--- config.mk ---
export PLATFORM = sky130hd
export DESIGN_NAME = panda_risc_v_rd_scoreboard
export DESIGN_NICKNAME = d
export VERILOG_FILES = /design/src/rtl/panda_risc_v_rd_scoreboard.sv
export SDC_FILE = /design/constraint.sdc
export NUM_CORES = 1
export LEC_CHECK = 0
export CAP_MARGIN = 25
export CORE_MARGIN = 4
export CORE_UTILIZATION = 52
export CTS_BUF_LIST = sky130_fd_sc_hd__clkbuf_4 sky130_fd_sc_hd__clkbuf_8
export DETAILED_ROUTE_END_ITERATION = 6
export PLACE_DENSITY_LB_ADDON = 0.1
export SYNTH_ARGS = -nofsm -noshare
export SYNTH_HDL_FRONTEND = slang
export SYNTH_SLANG_ARGS = --single-unit
export TNS_END_PERCENT = 10
--- constraint.sdc ---
create_clock -name clk -period 2.9 [get_ports clk]
set_input_delay 0.29 -clock clk [delete_from_list [all_inputs] [get_ports clk]]
set_output_delay 0.29 -clock clk [all_outputs]
set_load 0.005 [all_outputs]
--- src/rtl/panda_risc_v_rd_scoreboard.sv ---
// rtl/panda_risc_v_rd_scoreboard.sv - destination-register scoreboard for long-instruction WAW/RAW hazards (option: PANDA_RISC_V_SB_WB_BYPASS_EN)
module panda_risc_v_rd_scoreboard #(
  parameter int inst_id_width = 4,
  parameter int tbl_depth     = 4
) (
  input  logic                             clk,
  input  logic                             rst,
  input  logic [4:0]                       waw_dpc_check_rd_id,
  output logic                             rd_waw_dpc,
  input  logic [4:0]                       rs1_id,
  input  logic [4:0]                       rs2_id,
  output logic                             rs1_raw_dpc,
  output logic                             rs2_raw_dpc,
  input  logic [4:0]                       alloc_rd_id,
  input  logic [inst_id_width-1:0]         alloc_inst_id,
  input  logic                             alloc_valid,
  output logic                             alloc_ready,
  input  logic [inst_id_width-1:0]         wb_inst_id,
  input  logic                             wb_valid,
  input  logic                             flush,
  output logic                             tbl_full,
  output logic                             tbl_empty,
  output logic [$clog2(tbl_depth+1)-1:0]   inflight_cnt
);

  localparam int cnt_w = $clog2(tbl_depth + 1);
  localparam int idx_w = (tbl_depth > 1) ? $clog2(tbl_depth) : 1;
  localparam logic [cnt_w-1:0] depth_c = cnt_w'(tbl_depth);

  logic [tbl_depth-1:0]     vld;
  logic [4:0]               rd_tbl [tbl_depth];
  logic [inst_id_width-1:0] id_tbl [tbl_depth];
  logic [cnt_w-1:0]         cnt;

  logic [tbl_depth-1:0]     wb_hit;
  logic [tbl_depth-1:0]     qmask;
  logic [idx_w-1:0]         free_idx;
  logic                     do_alloc;
  logic                     do_dealloc;

  // Find the (at most one) valid entry retired by this cycle's writeback
  always_comb begin
    wb_hit = '0;
    for (int i = 0; i < tbl_depth; i++) begin
      wb_hit[i] = wb_valid & vld[i] & (id_tbl[i] == wb_inst_id);
    end
  end

`ifdef PANDA_RISC_V_SB_WB_BYPASS_EN
  // A retiring entry stops producing hazards in the same cycle
  assign qmask = wb_hit;
`else
  assign qmask = '0;
`endif

  // Query match: any live entry with the same RD; x0 never conflicts
  always_comb begin
    rd_waw_dpc  = 1'b0;
    rs1_raw_dpc = 1'b0;
    rs2_raw_dpc = 1'b0;
    for (int i = 0; i < tbl_depth; i++) begin
      if (vld[i] & ~qmask[i]) begin
        if ((waw_dpc_check_rd_id != 5'd0) && (rd_tbl[i] == waw_dpc_check_rd_id)) rd_waw_dpc = 1'b1;
        if ((rs1_id != 5'd0) && (rd_tbl[i] == rs1_id)) rs1_raw_dpc = 1'b1;
        if ((rs2_id != 5'd0) && (rd_tbl[i] == rs2_id)) rs2_raw_dpc = 1'b1;
      end
    end
  end

  // Lowest-index invalid entry (scan downward so the lowest wins)
  always_comb begin
    free_idx = '0;
    for (int i = tbl_depth - 1; i >= 0; i--) begin
      if (!vld[i]) free_idx = idx_w'(i);
    end
  end

  assign tbl_full     = (cnt == depth_c);
  assign tbl_empty    = (cnt == '0);
  assign alloc_ready  = ~tbl_full;
  assign inflight_cnt = cnt;

  assign do_alloc   = alloc_valid & alloc_ready & (alloc_rd_id != 5'd0);
  assign do_dealloc = |wb_hit;

  // Table and occupancy update; reset and flush clear everything
  always_ff @(posedge clk) begin
    if (rst || flush) begin
      vld <= '0;
      cnt <= '0;
    end else begin
      for (int i = 0; i < tbl_depth; i++) begin
        if (wb_hit[i]) vld[i] <= 1'b0;
      end
      if (do_alloc) begin
        vld[free_idx]    <= 1'b1;
        rd_tbl[free_idx] <= alloc_rd_id;
        id_tbl[free_idx] <= alloc_inst_id;
      end
      case ({do_alloc, do_dealloc})
        2'b10:   cnt <= cnt + 1'b1;
        2'b01:   cnt <= cnt - 1'b1;
        default: cnt <= cnt;
      endcase
    end
  end

endmodule

==> flow_metrics.tcl <==
set metrics [dict create \
    outcome "finished, final reports clean" \
    die_h_um 76.9 \
    cp.required_ns 3.13 \
    drv_slew 0 \
    finalHoldViolations 0 \
    portBuffers 41 \
    hold_slack_ns 0.531 \
    drc 0 \
    grt.total_usage_pct 18.9 \
    core-area_um2 4470 \
    grt_pass1_wl_um 8680 \
    synth_edf_count 36 \
    synth_flop_cell "edfxtp_1" \
    dpl.hpwl_um 4120 \
    netlist_top_cells_area "edfxtp_1 (44%), xor2_1 (20%), dfxtp_1 (5.7%)" \
    layoutNonFillerInstCount 320 \
    cp_max_fo 2 \
    cp-start-kind "primary input" \
    dr.pass1.iters 5 \
    synthMuxAreaShare_pct 0.405 \
    synth_compound_area_share_pct 4.86 \
    critical_path_class "primary input to register" \
    route.detailed.wl_per_inst_um 16.6 \
    insertion_delay_ns 0.29 \
    fmax_mhz 374 \
    cts_tree "yes" \
    vias_per_cell 5.37 \
    synth_top_family_by_area "XOR/XNOR gates" \
    max_slew_margin_pct 45.9 \
    grt_max_degree 14 \
    async_reset_ff_share_pct 0 \
    io_pins 42 \
    diodes 0 \
    syn_to_final_growth_pct 24.7 \
    syn_nets 261 \
    cts_made_buffers 5 \
    htreeDepth 2 \
    clockBufferDepth 2 \
    yosys.area.top_type "edfxtp_1" \
    drt_iter0_drc 78 \
    clock_skew_ns 0.00350 \
    hp-class "register to register" \
    die-width_um 76.9 \
    clkTransAtPathRegs_ns 0.08 \
    synthAdderAreaFrac_pct 1.32 \
    wl_um 5300 \
    cts-root-buf "clkbuf_8" \
    post_cts_buffers 0 \
    vias 1718 \
    leakagePower_nw 1.10 \
    tightest_slew_ns 0.809 \
    synth_xor_xnor_area_share_pct 25.5 \
    yosysSeqAreaShare_pct 49.4 \
    p_total_mw 1.28 \
    ys_types 35 \
    grt_overflow 0 \
    maxCapViolCount 0 \
    ctsHoldBuffers 0 \
    cp-end-kind "register" \
    cts_resized 0 \
    arrival_ns 2.90 \
    post-route-min-period_ns 2.68 \
    placed_cells 313 \
    start_util_pct 55.2 \
    yosysTopAreaCellShare_pct 43.8 \
    syn-cell-area_um2 2470 \
    fin_util_pct 68.8 \
    detail-route-antenna-nets 0 \
    power_density_nw_per_um2 417 \
    antenna_found_initial 0 \
    synth_warnings 0 \
    setup_viol 0 \
    cts_num_sinks 43 \
    syn_inst 226 \
    peakVddDrop_v 0.000411 \
    synth-simple-area-share_pct 13.7 \
    place_congestion 0.836 \
    yosys_register_bits 43 \
    min_period_over_period_pct 92.2 \
    layout-drive-gt1-share_pct 9.33 \
    die-area_um2 5920 \
    fin_nets 303 \
    syn_area_per_cell_um2 10.9 \
    rsz0062_at_grt "false" \
    grt_pass1_vias 1710 \
    fp-row-count 24 \
]
area by class of cell:
class	instances	area (µm²)
clock buffer	5	68.8
clock inverter	2	37.5
fill	358	1390
inverter	11	41.3
multi-input combinational	152	1130
sequential	43	1220
tap	52	65.1
timing repair buffer	55	515
metrics by stage:
step	area, µm²	setup WS (ns)	setup TNS (ns)
2_1_floorplan	2470	0.447	0
3_3_place_gp	2970	-0.0386	-0.0386
3_5_place_dp	2970	-0.0635	-0.0635
4_1_cts	3080	0.229	0
5_1_grt	3080	0.0551	0
6_report	3080	0.225	0
Yosys cell counts, drive strengths merged (2+ instances only):
library cell  instances
nand2                 4
edfxtp               36
o21a                  3
or3                   2
nand3                13
o211ai                2
xor2                 57
nor4                 12
or4                   4
inv                  11
clkbuf               18
xnor2                15
nor3                  4
dfxtp                 7
buf                   2
a222oi                2
nand4                 6
nor2                  9
a21oi                 5
o22ai                 2
flip-flops by register name, indices dropped and copies added (netlist names):
name,cells
rd_tbl,20
inflight_cnt,3
id_tbl,16
vld,4
per-layer routing:
layer  share of wire, %  up-vias  GRT usage [%]
li1                   -      866              -
met1                 47      794           27.2
met2                 46       52           28.7
met3                5.6        6           3.86
met4               0.93        0           5.98
met5                  0        -              0
power breakdown:
part | internal [mW] | switching (mW)
clock | 0.251 | 0.192
combinational | 0.0856 | 0.0704
sequential | 0.675 | 0.00790
critical path, cell delays in order:
cell,delay [ns]
clkdlybuf4s50_1,0.49
inv_2,0.04
a222oi_1,0.30
or4b_1,0.48
nand4_1,0.11
ha_1,0.16
inv_1,0.05
fa_1,0.37
xor2_1,0.15
or3_1,0.31
a21oi_1,0.13
cells by family after synthesis:
kind of cell	Yosys count
AOI/OAI and AO/OA	17
xor gates and xnor gates	72
adders and majority gates	2
buffers and inverters	31
DFF	43
muxes	1
and+or+nand+nor	60
placed cells by master, fill, tap and decap left out, drive strengths merged:
cell           count
fa                 1
nand3b             1
xor2              57
bufinv             1
or3b               1
inv               11
nand3             13
o21ai              1
or4                4
clkbuf             5
mux2i              1
nand4b             1
o211ai             2
or3                2
xnor2             15
nor3b              1
or2                1
clkdlybuf4s50     41
clkinvlp           1
o21a               3
a21oi              5
a21o               1
or4b               1
nor3               4
ha                 1
nor4              12
edfxtp            36
nand4              6
buf               14
nand2              4
dfxtp              7
a222oi             2
a22oi              1
o22ai              2
nor2               9
path summary, 6_finish.rpt:
check | start | cells after the start | slack (ns) | end
hold / removal | inflight_cnt[2]$_SDFFE_PP0P_ | 2 | 0.53 | inflight_cnt[2]$_SDFFE_PP0P_
setup reg to reg | id_tbl[2][1]$_DFFE_PP_ | 9 | 0.37 | inflight_cnt[2]$_SDFFE_PP0P_
setup / recovery | wb_inst_id[1] | 11 | 0.22 | inflight_cnt[2]$_SDFFE_PP0P_
hold reg to reg | inflight_cnt[2]$_SDFFE_PP0P_ | 2 | 0.53 | inflight_cnt[2]$_SDFFE_PP0P_
Note: power is estimated with default switching activity, not from simulation.
